===== config.mk =====
export PLATFORM = sky130hd
export DESIGN_NAME = brightness_key_ctrl
export DESIGN_NICKNAME = d
export VERILOG_FILES = /design/src/rtl/brightness_pkg.sv /design/src/rtl/key_debounce.sv /design/src/rtl/brightness_key_ctrl.sv
export SDC_FILE = /design/constraint.sdc
export NUM_CORES = 1
export LEC_CHECK = 0
export CORE_MARGIN = 2
export CORE_UTILIZATION = 55
export DETAILED_ROUTE_END_ITERATION = 7
export HOLD_SLACK_MARGIN = 0.02
export PLACE_DENSITY = 0.73
export SETUP_SLACK_MARGIN = 0.5
export SLEW_MARGIN = 20
export SYNTH_ARGS = -nofsm -noshare
export SYNTH_HDL_FRONTEND = slang
export SYNTH_SLANG_ARGS = --single-unit

===== constraint.sdc =====
create_clock -name clk -period 3.86 [get_ports clk]
set_clock_uncertainty 0.05 [all_clocks]
set_input_delay 0.772 -clock clk [delete_from_list [all_inputs] [get_ports clk]]
set_output_delay 0.772 -clock clk [all_outputs]
set_load 0.01 [all_outputs]

===== src/rtl/brightness_pkg.sv =====
// ---------------------------------------------------------------------------
// brightness_pkg
// Shared definitions for the brightness control stage and the image_brightness
// pixel path: level width, the unity level, the per-key FSM state encoding and
// a helper used to size the shared timing counters.
// ---------------------------------------------------------------------------
package brightness_pkg;

   // Width of a brightness level and the level that leaves pixels untouched
   localparam int LVL_W     = 8;
   localparam int LVL_UNITY = 100;

   // Per-key state: IDLE waits for a press, WAIT covers the hold before
   // auto-repeat begins, RPT is the repeat phase, and LOCK is entered when both
   // keys are held together and left only once both are released
   typedef enum logic [1:0] {
      IDLE,
      WAIT,
      RPT,
      LOCK
   } key_state_t;

   // Result of one evaluation of a key FSM
   typedef struct packed {
      key_state_t nxt;
      logic       step;
      logic       clr;
   } key_fsm_t;

   // Largest of three cycle counts, never below 2 so a counter sized with
   // $clog2 of the result is at least one bit wide
   function automatic int max3(input int a, input int b, input int c);
      int m;
      m = (a > b) ? a : b;
      m = (m > c) ? m : c;
      return (m < 2) ? 2 : m;
   endfunction

endpackage


===== src/rtl/key_debounce.sv =====
// ---------------------------------------------------------------------------
// key_debounce
// Brings one raw, asynchronous, active-low key into the clk domain and filters
// out bounce. The filtered level only follows the synchronised level after it
// has differed from the filtered value for DEBOUNCE_CYC consecutive cycles.
//
// Ports
//   clk         system clock
//   rst         synchronous active-high reset (filtered level -> released)
//   key_n       raw key, active low, asynchronous to clk
//   key_filt_n  debounced key level, active low
// ---------------------------------------------------------------------------
module key_debounce
   import brightness_pkg::*;
#(
   parameter int DEBOUNCE_CYC = 1_000_000,
   parameter int CNT_W        = $clog2(DEBOUNCE_CYC)
) (
   input  logic clk,
   input  logic rst,
   input  logic key_n,
   output logic key_filt_n
);

   logic             sync0;
   logic             sync1;
   logic [CNT_W-1:0] stable_cnt;

   // Two-flop synchroniser followed by the stability counter. Counting only
   // while the synchronised level disagrees with the filtered level means any
   // return to the old level (a bounce) clears the count, so only a level that
   // holds for the full window is accepted. Everything restarts as released
   // on reset, so a key held through reset is debounced afresh.
   always_ff @(posedge clk) begin
      if (rst) begin
         sync0      <= 1'b1;
         sync1      <= 1'b1;
         key_filt_n <= 1'b1;
         stable_cnt <= '0;
      end else begin
         sync0 <= key_n;
         sync1 <= sync0;
         if (sync1 == key_filt_n) begin
            stable_cnt <= '0;
         end else if (stable_cnt == CNT_W'(DEBOUNCE_CYC - 1)) begin
            key_filt_n <= sync1;
            stable_cnt <= '0;
         end else begin
            stable_cnt <= stable_cnt + CNT_W'(1);
         end
      end
   end

endmodule


===== src/rtl/brightness_key_ctrl.sv =====
// ---------------------------------------------------------------------------
// brightness_key_ctrl
// Turns the up/down push keys into the brightness level used by
// image_brightness. Each key is debounced, drives its own press/auto-repeat
// FSM, and steps a saturating target level. Pressing both keys restores the
// default level once. The target is copied to the pixel path only on a rising
// edge of i_vs so a frame never changes brightness part-way through.
//
// Ports
//   clk             system clock, single domain
//   rst             synchronous active-high reset
//   key_up_n        raw up key, active low, asynchronous
//   key_dn_n        raw down key, active low, asynchronous
//   i_vs            vertical sync of the video stream, active high
//   brightness_cnt  committed level, changes one clk after an i_vs rise
//   o_target        pending level, updated on every step/restore event
//   o_step          one-clk pulse per accepted step or restore event
// ---------------------------------------------------------------------------
module brightness_key_ctrl
   import brightness_pkg::*;
#(
   parameter int DEBOUNCE_CYC = 1_000_000,
   parameter int REPEAT_DLY   = 25_000_000,
   parameter int REPEAT_PER   = 5_000_000,
   parameter int STEP         = 5,
   parameter int LVL_MIN      = 0,
   parameter int LVL_MAX      = 200,
   parameter int LVL_DEF      = LVL_UNITY
) (
   input  logic             clk,
   input  logic             rst,
   input  logic             key_up_n,
   input  logic             key_dn_n,
   input  logic             i_vs,
   output logic [LVL_W-1:0] brightness_cnt,
   output logic [LVL_W-1:0] o_target,
   output logic             o_step
);

   // One width serves the debounce and hold counters; each only counts to N-1
   localparam int CNT_W = $clog2(max3(DEBOUNCE_CYC, REPEAT_DLY, REPEAT_PER));

   logic             up_filt_n;
   logic             dn_filt_n;
   logic             up_pressed;
   logic             dn_pressed;
   logic             both_released;
   logic             restore;
   key_state_t       st_up;
   key_state_t       st_dn;
   key_fsm_t         fsm_up;
   key_fsm_t         fsm_dn;
   logic [CNT_W-1:0] hold_up;
   logic [CNT_W-1:0] hold_dn;
   logic [LVL_W:0]   sum_up;
   logic [LVL_W-1:0] lvl_up;
   logic [LVL_W-1:0] lvl_dn;
   logic             vs_d;

   key_debounce #(
      .DEBOUNCE_CYC (DEBOUNCE_CYC),
      .CNT_W        (CNT_W)
   ) u_deb_up (
      .clk        (clk),
      .rst        (rst),
      .key_n      (key_up_n),
      .key_filt_n (up_filt_n)
   );

   key_debounce #(
      .DEBOUNCE_CYC (DEBOUNCE_CYC),
      .CNT_W        (CNT_W)
   ) u_deb_dn (
      .clk        (clk),
      .rst        (rst),
      .key_n      (key_dn_n),
      .key_filt_n (dn_filt_n)
   );

   assign up_pressed    = ~up_filt_n;
   assign dn_pressed    = ~dn_filt_n;
   assign both_released = up_filt_n & dn_filt_n;

   // Next-state rule shared by both keys. A step is emitted on the initial
   // press, once after the repeat delay, then once per repeat period. The hold
   // counter is cleared whenever a step fires or the key is let go.
   function automatic key_fsm_t key_fsm(input key_state_t st,
                                        input logic pressed,
                                        input logic [CNT_W-1:0] hold,
                                        input logic both_rel);
      key_fsm_t r;
      r.nxt  = st;
      r.step = 1'b0;
      r.clr  = 1'b0;
      case (st)
         IDLE: begin
            if (pressed) begin
               r.nxt  = WAIT;
               r.step = 1'b1;
               r.clr  = 1'b1;
            end
         end
         WAIT: begin
            if (!pressed) begin
               r.nxt = IDLE;
               r.clr = 1'b1;
            end else if (hold == CNT_W'(REPEAT_DLY - 1)) begin
               r.nxt  = RPT;
               r.step = 1'b1;
               r.clr  = 1'b1;
            end
         end
         RPT: begin
            if (!pressed) begin
               r.nxt = IDLE;
               r.clr = 1'b1;
            end else if (hold == CNT_W'(REPEAT_PER - 1)) begin
               r.step = 1'b1;
               r.clr  = 1'b1;
            end
         end
         LOCK: begin
            r.clr = 1'b1;
            if (both_rel) begin
               r.nxt = IDLE;
            end
         end
         default: begin
            r.nxt = IDLE;
            r.clr = 1'b1;
         end
      endcase
      return r;
   endfunction

   // Evaluate both key FSMs, then let the two-key restore take priority: it
   // fires once when both keys are seen pressed outside LOCK, cancels any
   // per-key step in that cycle and parks both FSMs in LOCK. The two FSMs
   // always enter and leave LOCK together, so checking one of them suffices.
   always_comb begin
      fsm_up  = key_fsm(st_up, up_pressed, hold_up, both_released);
      fsm_dn  = key_fsm(st_dn, dn_pressed, hold_dn, both_released);
      restore = up_pressed & dn_pressed & (st_up != LOCK);
      if (restore) begin
         fsm_up.nxt  = LOCK;
         fsm_up.step = 1'b0;
         fsm_up.clr  = 1'b1;
         fsm_dn.nxt  = LOCK;
         fsm_dn.step = 1'b0;
         fsm_dn.clr  = 1'b1;
      end
   end

   // State registers and hold counters. Counters only advance in the states
   // that time a hold, so they sit at zero in IDLE and LOCK.
   always_ff @(posedge clk) begin
      if (rst) begin
         st_up   <= IDLE;
         st_dn   <= IDLE;
         hold_up <= '0;
         hold_dn <= '0;
      end else begin
         st_up <= fsm_up.nxt;
         st_dn <= fsm_dn.nxt;
         if (fsm_up.clr) begin
            hold_up <= '0;
         end else if (st_up == WAIT || st_up == RPT) begin
            hold_up <= hold_up + CNT_W'(1);
         end
         if (fsm_dn.clr) begin
            hold_dn <= '0;
         end else if (st_dn == WAIT || st_dn == RPT) begin
            hold_dn <= hold_dn + CNT_W'(1);
         end
      end
   end

   // Saturating step values, computed one bit wider so the up sum cannot wrap
   // and the down path clamps before it could underflow
   always_comb begin
      sum_up = {1'b0, o_target} + (LVL_W + 1)'(STEP);
      lvl_up = (sum_up > (LVL_W + 1)'(LVL_MAX)) ? LVL_W'(LVL_MAX) : sum_up[LVL_W-1:0];
      lvl_dn = ({1'b0, o_target} < (LVL_W + 1)'(LVL_MIN + STEP)) ?
               LVL_W'(LVL_MIN) : o_target - LVL_W'(STEP);
   end

   // Pending target and step pulse. A step at a limit still pulses o_step
   // while the target stays clamped. The two per-key steps can never coincide
   // because two pressed keys always turn into a restore instead.
   always_ff @(posedge clk) begin
      if (rst) begin
         o_target <= LVL_W'(LVL_DEF);
         o_step   <= 1'b0;
      end else begin
         o_step <= restore | fsm_up.step | fsm_dn.step;
         if (restore) begin
            o_target <= LVL_W'(LVL_DEF);
         end else if (fsm_up.step) begin
            o_target <= lvl_up;
         end else if (fsm_dn.step) begin
            o_target <= lvl_dn;
         end
      end
   end

   // Frame commit. On an i_vs rise the register copies the target as it stood
   // before this edge, so a step landing on the same cycle waits for the next
   // frame.
   always_ff @(posedge clk) begin
      if (rst) begin
         vs_d           <= 1'b0;
         brightness_cnt <= LVL_W'(LVL_DEF);
      end else begin
         vs_d <= i_vs;
         if (i_vs && !vs_d) begin
            brightness_cnt <= o_target;
         end
      end
   end

endmodule

Word-level counts from Yosys, hierarchy flattened
Index checks and enable logic that the tools add are counted.

operators by class
  bitwise gates (word level) = 9
  reduce and logical (&&, ||, !) cells = 16
  order comparisons = 2
  mux-type cells = 31
  eq/ne operators = 23
  add/sub/neg operators = 6

operators with widths
  kind                   number
  $add 25x1->25 const B  4
  $eq 25x20->1 const B   2
  $eq 25x23->1 const B   2
  $eq 25x25->1 const B   2
  $mux 8                 4
  $mux 4                 6
  $pmux 2 s4             2
  $mux 2                 7
  $ne 3x3->1 const B     4
  $add 8x3->9 const B    1
  $gt 9x8->1 const B     1
  $eq 2x2->1 const B     4
  $lt 8x3->1 const B     1
  $mux 1                 8
  $ne 4x3->1 const B     2
  $pmux 1 s4             2
  $reduce_and 4->1       2
  $sub 8x3->8 const B    1
  $ne 3x2->1 const B     2
  $pmux 1 s3             2
  $reduce_or 2->1        3
  $reduce_or 3->1        2
  $eq 2x1->1 const B     2
  $logic_not 2->1        2
  other kinds (10)       19

storage, ports and cells
  bits of input ports = 5
  flip-flop bits (word level) = 128
  output and inout port bits = 17
  logic and storage cells = 103

Depth between registers and ports, before layout
Gate-level depths: netlist of the first run.

  depth in word-level cells = 7
  depth in mapped cells = 10
  depth with buffers taken out = 9

Cells and area by module
A second synthesis of the first run with hierarchy kept.

second synthesis, totals
  cells, all modules = 779
  area, all modules = 6,626.4 µm²

by module, submodules not included
  module                   cells an instance  area an instance (µm²)  instances  seq. area each (µm²)
  brightness_key_ctrl      483                4,012.6                 1          1,441.4
  key_debounce (u_deb_up)  153                1,316.3                 1          560.5
  key_debounce (u_deb_dn)  143                1,297.5                 1          560.5

Worst setup path before layout of the first run
No wires, ideal clock.

  path kind = register -> register
  start point = register st_dn[0]
  end point = register hold_dn[22]
  data arrival time = 2.391 ns
  library setup time = 0.118 ns
  path buffers = 2
  stages on the path, launching flop included = 11
  data required time = 3.692 ns
  setup slack = 1.301 ns
  clock period less this slack = 2.559 ns
  path through = dfxtp_1 inv_1 ha_1 clkbuf_1 nand4_1 or3_1 clkbuf_1 or3_1 nor3_1 xnor2_1 nor2_1

between the ends
  longest elaborated chain between the ends = 4
  elaborated cells on any way between the ends = 8
  those cells by class = 3 x eq/ne; 2 x mux; 3 x reduce/logical

RTL lines
  element                                   RTL line                    source
  start, declared                           brightness_key_ctrl.sv:50   key_state_t st_dn;
  start signal, assigned                    brightness_key_ctrl.sv:164  st_dn <= fsm_dn.nxt;
  $eq 2x2->1, or another cell as far along  brightness_key_ctrl.sv:95   case (st)
  $pmux 1 s4                                brightness_key_ctrl.sv:95
  $mux 4                                    brightness_key_ctrl.sv:144  if (restore) begin
  $reduce_or 2->1 (no source line)          n/a
  end signal, assigned                      brightness_key_ctrl.sv:173  hold_dn <= hold_dn + CNT_W'(1);
  end, declared                             brightness_key_ctrl.sv:54   logic [CNT_W-1:0] hold_dn;

Several ways; a longest one is shown, not always the timed one.
A chain may end at the register's enable or synchronous reset.

Worst setup path after layout of the first run
  start point = register hold_dn[6]
  end point = register hold_dn[13]

between the ends
  longest elaborated chain between the ends = 6
  elaborated cells on any way between the ends = 10
  those cells by class = 1 x add/sub; 2 x eq/ne; 6 x mux; 1 x reduce/logical

RTL lines
  element                                              RTL line
  $eq 25x23->1 / $eq 25x25->1 (equally long branches)  brightness_key_ctrl.sv:117, brightness_key_ctrl.sv:107
  $mux 2 / $mux 4 (equally long branches)              brightness_key_ctrl.sv:117, brightness_key_ctrl.sv:107
  $mux 1 (on tied branches)                            brightness_key_ctrl.sv:114, brightness_key_ctrl.sv:104
  $pmux 1 s4                                           brightness_key_ctrl.sv:95
  $mux 4                                               brightness_key_ctrl.sv:144
  $reduce_or 2->1 (no source line)                     n/a

Several ways; a longest one is shown, not always the timed one. The select of a mux whose other input is x is not followed.

==> impl.org, run 1 <==
** Synth
- Yosys printed 0 warnings.
- Cells after Synth :: 757
- In the synthesized netlist the dominant register cell turns out to be sky130_fd_sc_hd__dfxtp_1.
- Share of the synthesized netlist area taken by xor and xnor gates :: 13.7%
- Area share of and/or/nand/nor cells after synthesis :: 31.0%
- Synthesized flop and latch total :: 128
- EDFF count, synth :: 0
- Average size of a mapped cell :: 8.30 µm²
- Dominant combinational cell family by area after synthesis :: simple AND/OR/NAND/NOR gates
- Distinct cell type count of the synthesized netlist :: 62
- Summing the areas of all compound-gate instances in the mapped netlist gives 6.63% of the synthesized area.
- Post-Syn Area :: 0.00628 mm²
- Multiplexer cells account for 1.12% of the synthesized area.
- After synthesis, flip-flops and latches occupy 40.8% of the total area.
- Synthesis produced a netlist with a net count of 779.
- After Yosys synthesis, full adders, half adders and majority gates account for 3.39% of the synthesized area.
- Fraction of registers with async set/reset :: 0%

** Cells and area
- Area used by sequential logic in the layout :: 0.00256 mm²
- Of the cells placed in the final design, the portion with a size suffix greater than 1 is 6.36%.
- Fill cell instance count of the final layout :: 932
- Ant diodes :: 0
- Post-synthesis to final-layout area growth :: 15.1%
- Multi-input gate area in the final layout :: 0.00350 mm²
- For this run, the post-layout net count is 795.
- The finished cells cover 0.00723 mm².

** Routing
- For this block, the routed nets add up to 12.9 mm of wire.
- The detailed router finished its first iteration with 330 violations.
- Across all layers, the routed design uses 5149 vias.
- The detail route stage leaves a number of antenna-violating nets equal to 0.
- DR vias/cell :: 5.54
- Post-detailed-route wirelength per cell :: 13.8 µm
- First-pass iteration count of the detailed router :: 5
- In the routed design, unresolved DRC markers number 0.

** Timing
- Setup violations remaining at the end of the flow were counted as 0.
- For the finished layout, the period the worst path requires is 2.88 ns.
- Setup repair after global routing left no endpoint under its margin.
- In this run the tightest slew margin relative to its limit is 43.8%.
- For this run, the top clock speed supported by timing is 347 MHz.
- At the pin with the least slew margin, the transition time is 0.844 ns.
- Setup TNS :: 0 ns
- Max-slew violation count :: 0
- The worst path uses 74.7% of the clock period.
- Hold Fails Final Rpt :: 0

** Clock network
- Clock tree synthesis inserted a total of 17 buffers.
- After clock tree synthesis, the clock-pin slew on the worst setup and hold paths is 0.06 ns.
- The H-tree generated during clock tree synthesis spans 4 levels.
- Root buffer cell :: sky130_fd_sc_hd__clkbuf_16
- TritonCTS built the clock tree.
- CTS saw 128 sinks.
- In this run the deepest clock path goes through 2 buffers.
- In this run, post-CTS hold repair placed 0 buffers.
- Clock latency on the worst-skew pair, taken at its later pin, is 0.42 ns.
- Gates resized during post-CTS repair numbered 0.
- Setup fix buffers added after clock tree synthesis :: 0

** Critical path
- Maximum fanout encountered on the critical timing path :: 25
- Worst Path Arrival :: 3.10 ns
- Peak per-stage delay on the critical path :: 0.60 ns
- Crit path kind :: reg2reg
- Category of the worst setup path capture point :: register
- CP max-delay cell :: sky130_fd_sc_hd__a21o_1
- Buffers and inverters on the worst path :: 0
- At the worst endpoint, the required time is 4.08 ns.
- Worst-path cell chain :: or4b_1 > or4_4 > nor4_4 > o31ai_1 > nand2_1 > a21o_1 > nor2_1
- STA classifies the critical path startpoint as a register.
- R2r setup slk :: 0.98 ns
- On the critical path the largest part of the delay comes from simple AND/OR/NAND/NOR gates.

** Worst hold path
- The worst hold path belongs to the class reg2reg.

** Floorplanning
- The floorplan step defined a die boundary enclosing 0.0123 mm².
- Measured along the y axis, the die boundary spans 111 µm.
- From left edge to right edge, the die measures 111 µm.
- Starting density of the core :: 55.7%
- Site row count :: 39
- 22 I/O pins were placed.
- In this run the standard cell core region covers 0.0113 mm².

** Global routing
- Initial antenna violation count :: 0
- Via count of the first global-routing pass :: 4908
- met2 is the most crowded layer.
- Entering global routing, the biggest net connects 26 pins.
- Met2 layer usage reported by global route :: 35.6%
- First-pass GRT wire length :: 22.3 mm
- Met1 routing resource usage after global routing :: 27.5%
- For met3 alone, demand over resource in global routing was 5.90%.
- Summed over all layers, the global routing overflow is 0.
- Global routing used 21.9% of the available tracks across all layers.

** Placement
- At the end of routability-driven placement, the weighted congestion stood at 0.874.
- After legalization and detailed placement, the total HPWL measured 8.56 mm.
- Count of input and output buffers :: 21
- The placed instances occupy a cell area of 0.00654 mm².

** Job
- The tool flagged a number of max-cap violations equal to 0.

** Run status
- The flow ran to the end, and the final reports show no timing, DRC or antenna violations.

** Power
- The analysis attributes to cell leakage a power of 2.49 nW.
- Max IR drop VDD :: 0.000465 V
- Pwr Density :: 456 mW/mm²
==> flip-flops by register name (all words and copies together) (netlist names) <==
signal               cells
brightness_cnt           8
hold_dn                 25
hold_up                 25
o_step                   1
o_target                 8
st_dn                    2
st_up                    2
u_deb_dn.key_filt_n      1
u_deb_dn.stable_cnt     25
u_deb_dn.sync0           1
u_deb_dn.sync1           1
u_deb_up.key_filt_n      1
u_deb_up.stable_cnt     25
u_deb_up.sync0           1
u_deb_up.sync1           1
vs_d                     1
==> through the flow <==
| stage | util (%) | instances | hold WS [ns] | power, mW | worst slack (ns) |
|---|---|---|---|---|---|
| global route | 64.1 | 929 | 0.400 | 3.39 | 0.769 |
| detailed placement | 58.0 | 897 | 0.368 | 1.45 | 0.973 |
| floorplan | - | 757 | 0.339 | 1.43 | 1.30 |
| finish | 64.1 | 929 | 0.387 | 3.30 | 0.978 |
| global placement | 58.0 | 897 | 0.350 | 1.45 | 1.07 |
| CTS | 64.1 | 929 | 0.394 | 3.31 | 0.957 |
==> final timing paths <==
| path | from | endpoint | depth (start not counted) |
|---|---|---|---|
| worst max-delay path | hold_dn[6] | hold_dn[13] | 7 |
| worst min-delay path | u_deb_up.sync0 | u_deb_up.sync1 | 1 |
| worst min register to register | u_deb_up.sync0 | u_deb_up.sync1 | 1 |
| worst max register to register | hold_dn[6] | hold_dn[13] | 7 |
==> report_power, final <==
| part | internal (mW) | total [mW] | switching [mW] |
|---|---|---|---|
| sequential | 1.33 | 1.34 | 0.00819 |
| clock | 1.27 | 1.87 | 0.597 |
| combinational | 0.0325 | 0.0859 | 0.0534 |
==> worst reg2reg max path, stage by stage, from the launching register on <==
cell and delay (ns):
sky130_fd_sc_hd__dfxtp_1 0.33, sky130_fd_sc_hd__or4b_1 0.53, sky130_fd_sc_hd__or4_4 0.57, sky130_fd_sc_hd__nor4_4 0.34, sky130_fd_sc_hd__o31ai_1 0.10, sky130_fd_sc_hd__nand2_1 0.08, sky130_fd_sc_hd__a21o_1 0.60, sky130_fd_sc_hd__nor2_1 0.13
==> routing by layer <==
layer | wire length [µm] | vias to the layer above
li1 | - | 2610
met1 | 6040 | 2421
met2 | 6060 | 93
met3 | 524 | 25
met4 | 225 | 0
met5 | 0 | -
==> layout by cell type, fill, tap and decap left out, types with 8 or more instances in the layout <==
cell / Yosys / routed
sky130_fd_sc_hd__a21oi_1: 16 / 16
sky130_fd_sc_hd__ha_1: 17 / 17
sky130_fd_sc_hd__inv_1: 18 / 18
sky130_fd_sc_hd__nand3_1: 49 / 49
sky130_fd_sc_hd__clkbuf_16: 0 / 17
sky130_fd_sc_hd__nor2_1: 154 / 154
sky130_fd_sc_hd__xnor2_1: 42 / 42
sky130_fd_sc_hd__and3_1: 14 / 14
sky130_fd_sc_hd__dfxtp_1: 128 / 128
sky130_fd_sc_hd__xor2_1: 56 / 56
sky130_fd_sc_hd__o21ai_0: 12 / 12
sky130_fd_sc_hd__clkdlybuf4s50_1: 0 / 21
sky130_fd_sc_hd__nor3_1: 23 / 23
sky130_fd_sc_hd__nand4_1: 24 / 24
sky130_fd_sc_hd__nor4_1: 8 / 8
sky130_fd_sc_hd__nand2_1: 75 / 75
==> area by class of cell <==
type / instances / area share (%)
Timing Repair Buffer: 23 / 3.12
Multi-Input combinational cell: 585 / 48.5
Clock buffer: 17 / 5.89
Tap cell: 143 / 2.48
Inverter: 18 / 0.935
Clock inverter: 15 / 3.65
Sequential cell: 128 / 35.5
==> cells in the mapped netlist (6+ instances only) <==
master                     count  share of area (%)
sky130_fd_sc_hd__a211oi_1      6               0.72
sky130_fd_sc_hd__a21oi_1      16                1.3
sky130_fd_sc_hd__and3_1       14                1.4
sky130_fd_sc_hd__clkbuf_1     20                1.2
sky130_fd_sc_hd__dfxtp_1     128                 41
sky130_fd_sc_hd__ha_1         17                3.4
sky130_fd_sc_hd__inv_1        18                1.1
sky130_fd_sc_hd__mux2i_1       7                1.1
sky130_fd_sc_hd__nand2_1      75                4.5
sky130_fd_sc_hd__nand3_1      49                3.9
sky130_fd_sc_hd__nand4_1      24                2.4
sky130_fd_sc_hd__nor2_1      154                9.2
sky130_fd_sc_hd__nor2b_1       6               0.60
sky130_fd_sc_hd__nor3_1       23                1.8
sky130_fd_sc_hd__nor4_1        8               0.80
sky130_fd_sc_hd__o21ai_0      12               0.96
sky130_fd_sc_hd__or2_2         6               0.60
sky130_fd_sc_hd__or3_1         7               0.70
sky130_fd_sc_hd__xnor2_1      42                5.9
sky130_fd_sc_hd__xor2_1       56                7.8
==> cell families after synthesis <==
| family | after synthesis |
|---|---|
| AO/OA/AOI/OAI | 63 |
| XOR/XNOR | 98 |
| adder cells (fa/ha/maj) | 17 |
| buffers and inverters | 44 |
| flip-flops | 128 |
| multiplexers | 7 |
| AND/OR/NAND/NOR | 400 |
(Power assumes the default switching activity.)
==> run 2, diff against run 1 <==
PLACE_DENSITY = 0.76   (was 0.73)
clock period = 2.6 ns   (was 3.86 ns; I/O delays follow)
==> run 2 against run 1 <==
Sequential share of layout area fell by 3.6 points. Register-to-register slack lost 0.88 ns. Critical endpoint is now hold_dn[20]. Global-route usage up 2.3 points. Routed wire length is 26% higher. Critical path depth rose by 2. Hold slack got worse by 0.017 ns. Largest power group unchanged. First-iteration DRC count grew 63%. Setup slack worse by 0.88 ns.
==> impl.org, run 2 (synthesis gave the netlist of run 1 again) <==
** Run status
- Status :: finished clean

** Timing
- Share of the cycle needed by the critical path after routing :: 96.1%
- Hold Fails Final Rpt :: 0
- The worst pin sits at a relative slew slack of 56.2%.
- Setup violations remaining at the end of the flow were counted as 0.
- Worst Hold Slack :: 0.370 ns
- Final critical-path required period :: 2.50 ns
- Setup repair after global routing could not meet its margin everywhere.
- At the pin with the least slew margin, the transition time is 0.657 ns.
- Max-slew violation count :: 0
- Setup TNS :: 0 ns
- Timing-limited maximum frequency :: 400 MHz

** Critical path
- R2r endpoint :: hold_dn[20]
- Category of the worst setup path capture point :: register
- In this run the register-to-register setup slack is 0.10 ns.
- Maximum fanout encountered on the critical timing path :: 6
- STA classifies the critical path startpoint as a register.
- Worst R2R Path Depth :: 9
- CP startpoint :: hold_dn[7]
- Data required time at the worst endpoint :: 2.86 ns
- The worst register-to-register path begins at hold_dn[7].
- Data on the critical path arrives at its endpoint at 2.76 ns.
- The critical path is of the reg2reg type.

** Floorplanning
- In this run the vertical extent of the chip is 111 µm.
- Starting density of the core :: 55.7%
- The core region is 0.0113 mm².
- # IOs :: 22
- The die covers 0.0123 mm².
- Die boundary width :: 111 µm
- Site row count :: 39

** Clock network
- Root buffer cell :: sky130_fd_sc_hd__clkbuf_16
- Total clock sinks :: 128
- H-tree level count :: 4
- CTS tree :: done
- TritonCTS created 17 clock buffers.
- Clock-pin slew was measured on the worst setup and hold paths at 0.06 ns.
- Bufs on Longest Clock Path :: 2
- After clock tree synthesis, the flow added hold-fix buffers numbering 0.
- Clock network latency to the later pin of the worst-skew pair :: 0.42 ns

** Routing
- Antenna Nets Post-Route :: 0
- Dividing the detail-routed wire length by the instance count gives 16.7 µm.
- Summed over all layers, the routed wires come to 16.2 mm.
- For this block, the initial DRC count from the detailed router was 537.
- Met3 wire len :: 896 µm
- For this run, design rule violations remaining after detail routing come to 0.
- DR vias/cell :: 5.84
- Routed metal-1 wirelength :: 6.85 mm
- First-pass iteration count of the detailed router :: 5
- After detailed routing, no signal wire sits above met4.
- The final route contains 5675 vias.
- Met2 layer wire length in the routed design :: 7.98 mm

** Power
- Dividing total power by cell area gives a power density of 558 mW/mm².
- IR analysis of the VDD net gives a maximum drop of 0.000632 V.
- Leak pwr :: 2.87 nW

** Cells and area
- Leaving out fill and tap cells, the most frequent cells in the layout are 126 x sky130_fd_sc_hd__nor2_1, 112 x sky130_fd_sc_hd__dfxtp_1, 73 x sky130_fd_sc_hd__nand2_1.
- Summing all non-filler instances in the final layout gives an area of 0.00812 mm².
- The library cell used most frequently in the layout, excluding fill and tap cells, is sky130_fd_sc_hd__nor2_1.
- Post-synthesis to final-layout area growth :: 29.2%
- Ant diodes :: 0
- Number of nets at the end of the flow :: 837
- Layout cells sized above 1 :: 22.7%

** Global routing
- Initial antenna violation count :: 0
- The number of global-route vias before repair is 5347.
- The first global-routing pass estimated 24.7 mm of wire.
- Across every metal layer, demand over resource in global routing totals 24.3%.
- Entering global routing, the biggest net connects 26 pins.
- For this run the aggregate overflow at the end of global routing stands at 0.

** Placement
- The wire-length estimate of the detail-placed layout is 9.22 mm.
- Count of input and output buffers :: 21
- Once placement finished, the instance area stood at 0.00679 mm².
- The congestion estimate from routability-driven global placement came to 0.916.

** Worst hold path
- Depth of the worst hold-timing path :: 1
- For hold timing, the worst endpoint is u_deb_up.sync1.
- In this run the most critical hold path is launched from u_deb_up.sync0.
- Min-delay worst type :: reg2reg

** Job
- The tool flagged a number of max-cap violations equal to 0.
[run 2: cell types whose count changed in the layout (fill, tap and decap cells not counted), sizes merged]
cell	delta
buf	+38
bufinv	-5
clkbuf	+7
clkdlybuf4s50	-5
clkinv	+5
clkinvlp	-3
dlymetal6s2s	+5
inv	-1
o31a	+1
[run 2: repair_timing]
item / in CTS / in global routing
pin swaps: 25 / 36
gates cloned: 3 / 4
buffers inserted: 15 / 5
gates resized for setup: 42 / 78
setup endpoints to repair: 93 / 119
[run 2: per-layer routing]
metal  up-vias  GRT usage (%)
met2       202           39.4
met4         0           10.8
met1      2727           30.0
met3        50           6.94
li1       2696              -
met5         -              0
[run 2: how the worst max path moves through the flow]
stage,endpoint,slack (ns),cells after the start
floorplan,hold_dn[22],0.31,10
global placement,st_dn[1],0.26,7
detailed placement,o_target[3],0.14,9
CTS,o_target[3],0.21,7
global route,st_dn[1],0.02,7
finish,hold_dn[20],0.10,9
[run 2: final cells by class]
class	count	area (µm²)
clock buffer	21	450
clock inverter	11	115
inverter	18	67.6
sequential	128	2580
fill	760	3150
tap	143	179
timing repair buffer	64	713
multi-input combinational	586	4010
[run 2: per-stage QoR]
| step | utilization (%) | setup WS (ns) | total power [mW] | cells |
|---|---|---|---|---|
| 2_1_floorplan | - | 0.313 | 2.14 | 757 |
| 4_1_cts | 68.3 | 0.212 | 4.48 | 962 |
| 6_report | 72.0 | 0.101 | 4.53 | 971 |
| 3_3_place_gp | 60.2 | 0.261 | 2.18 | 912 |
| 5_1_grt | 72.0 | 0.0161 | 4.65 | 971 |
| 3_5_place_dp | 60.2 | 0.145 | 2.18 | 912 |
[run 2: power breakdown]
part | switching, mW | internal, mW
registers | 0.0125 | 1.98
clock network | 0.866 | 1.43
logic | 0.133 | 0.117
[run 2: worst max-delay path: stages (launching register included)]
cell and delay, ns:
sky130_fd_sc_hd__dfxtp_2 0.31, sky130_fd_sc_hd__or4b_1 0.54, sky130_fd_sc_hd__or4_4 0.49, sky130_fd_sc_hd__nor4_4 0.24, sky130_fd_sc_hd__buf_4 0.18, sky130_fd_sc_hd__o31ai_4 0.05
sky130_fd_sc_hd__nand2_1 0.10, sky130_fd_sc_hd__a21o_4 0.19, sky130_fd_sc_hd__clkbuf_16 0.19, sky130_fd_sc_hd__nor2_2 0.04
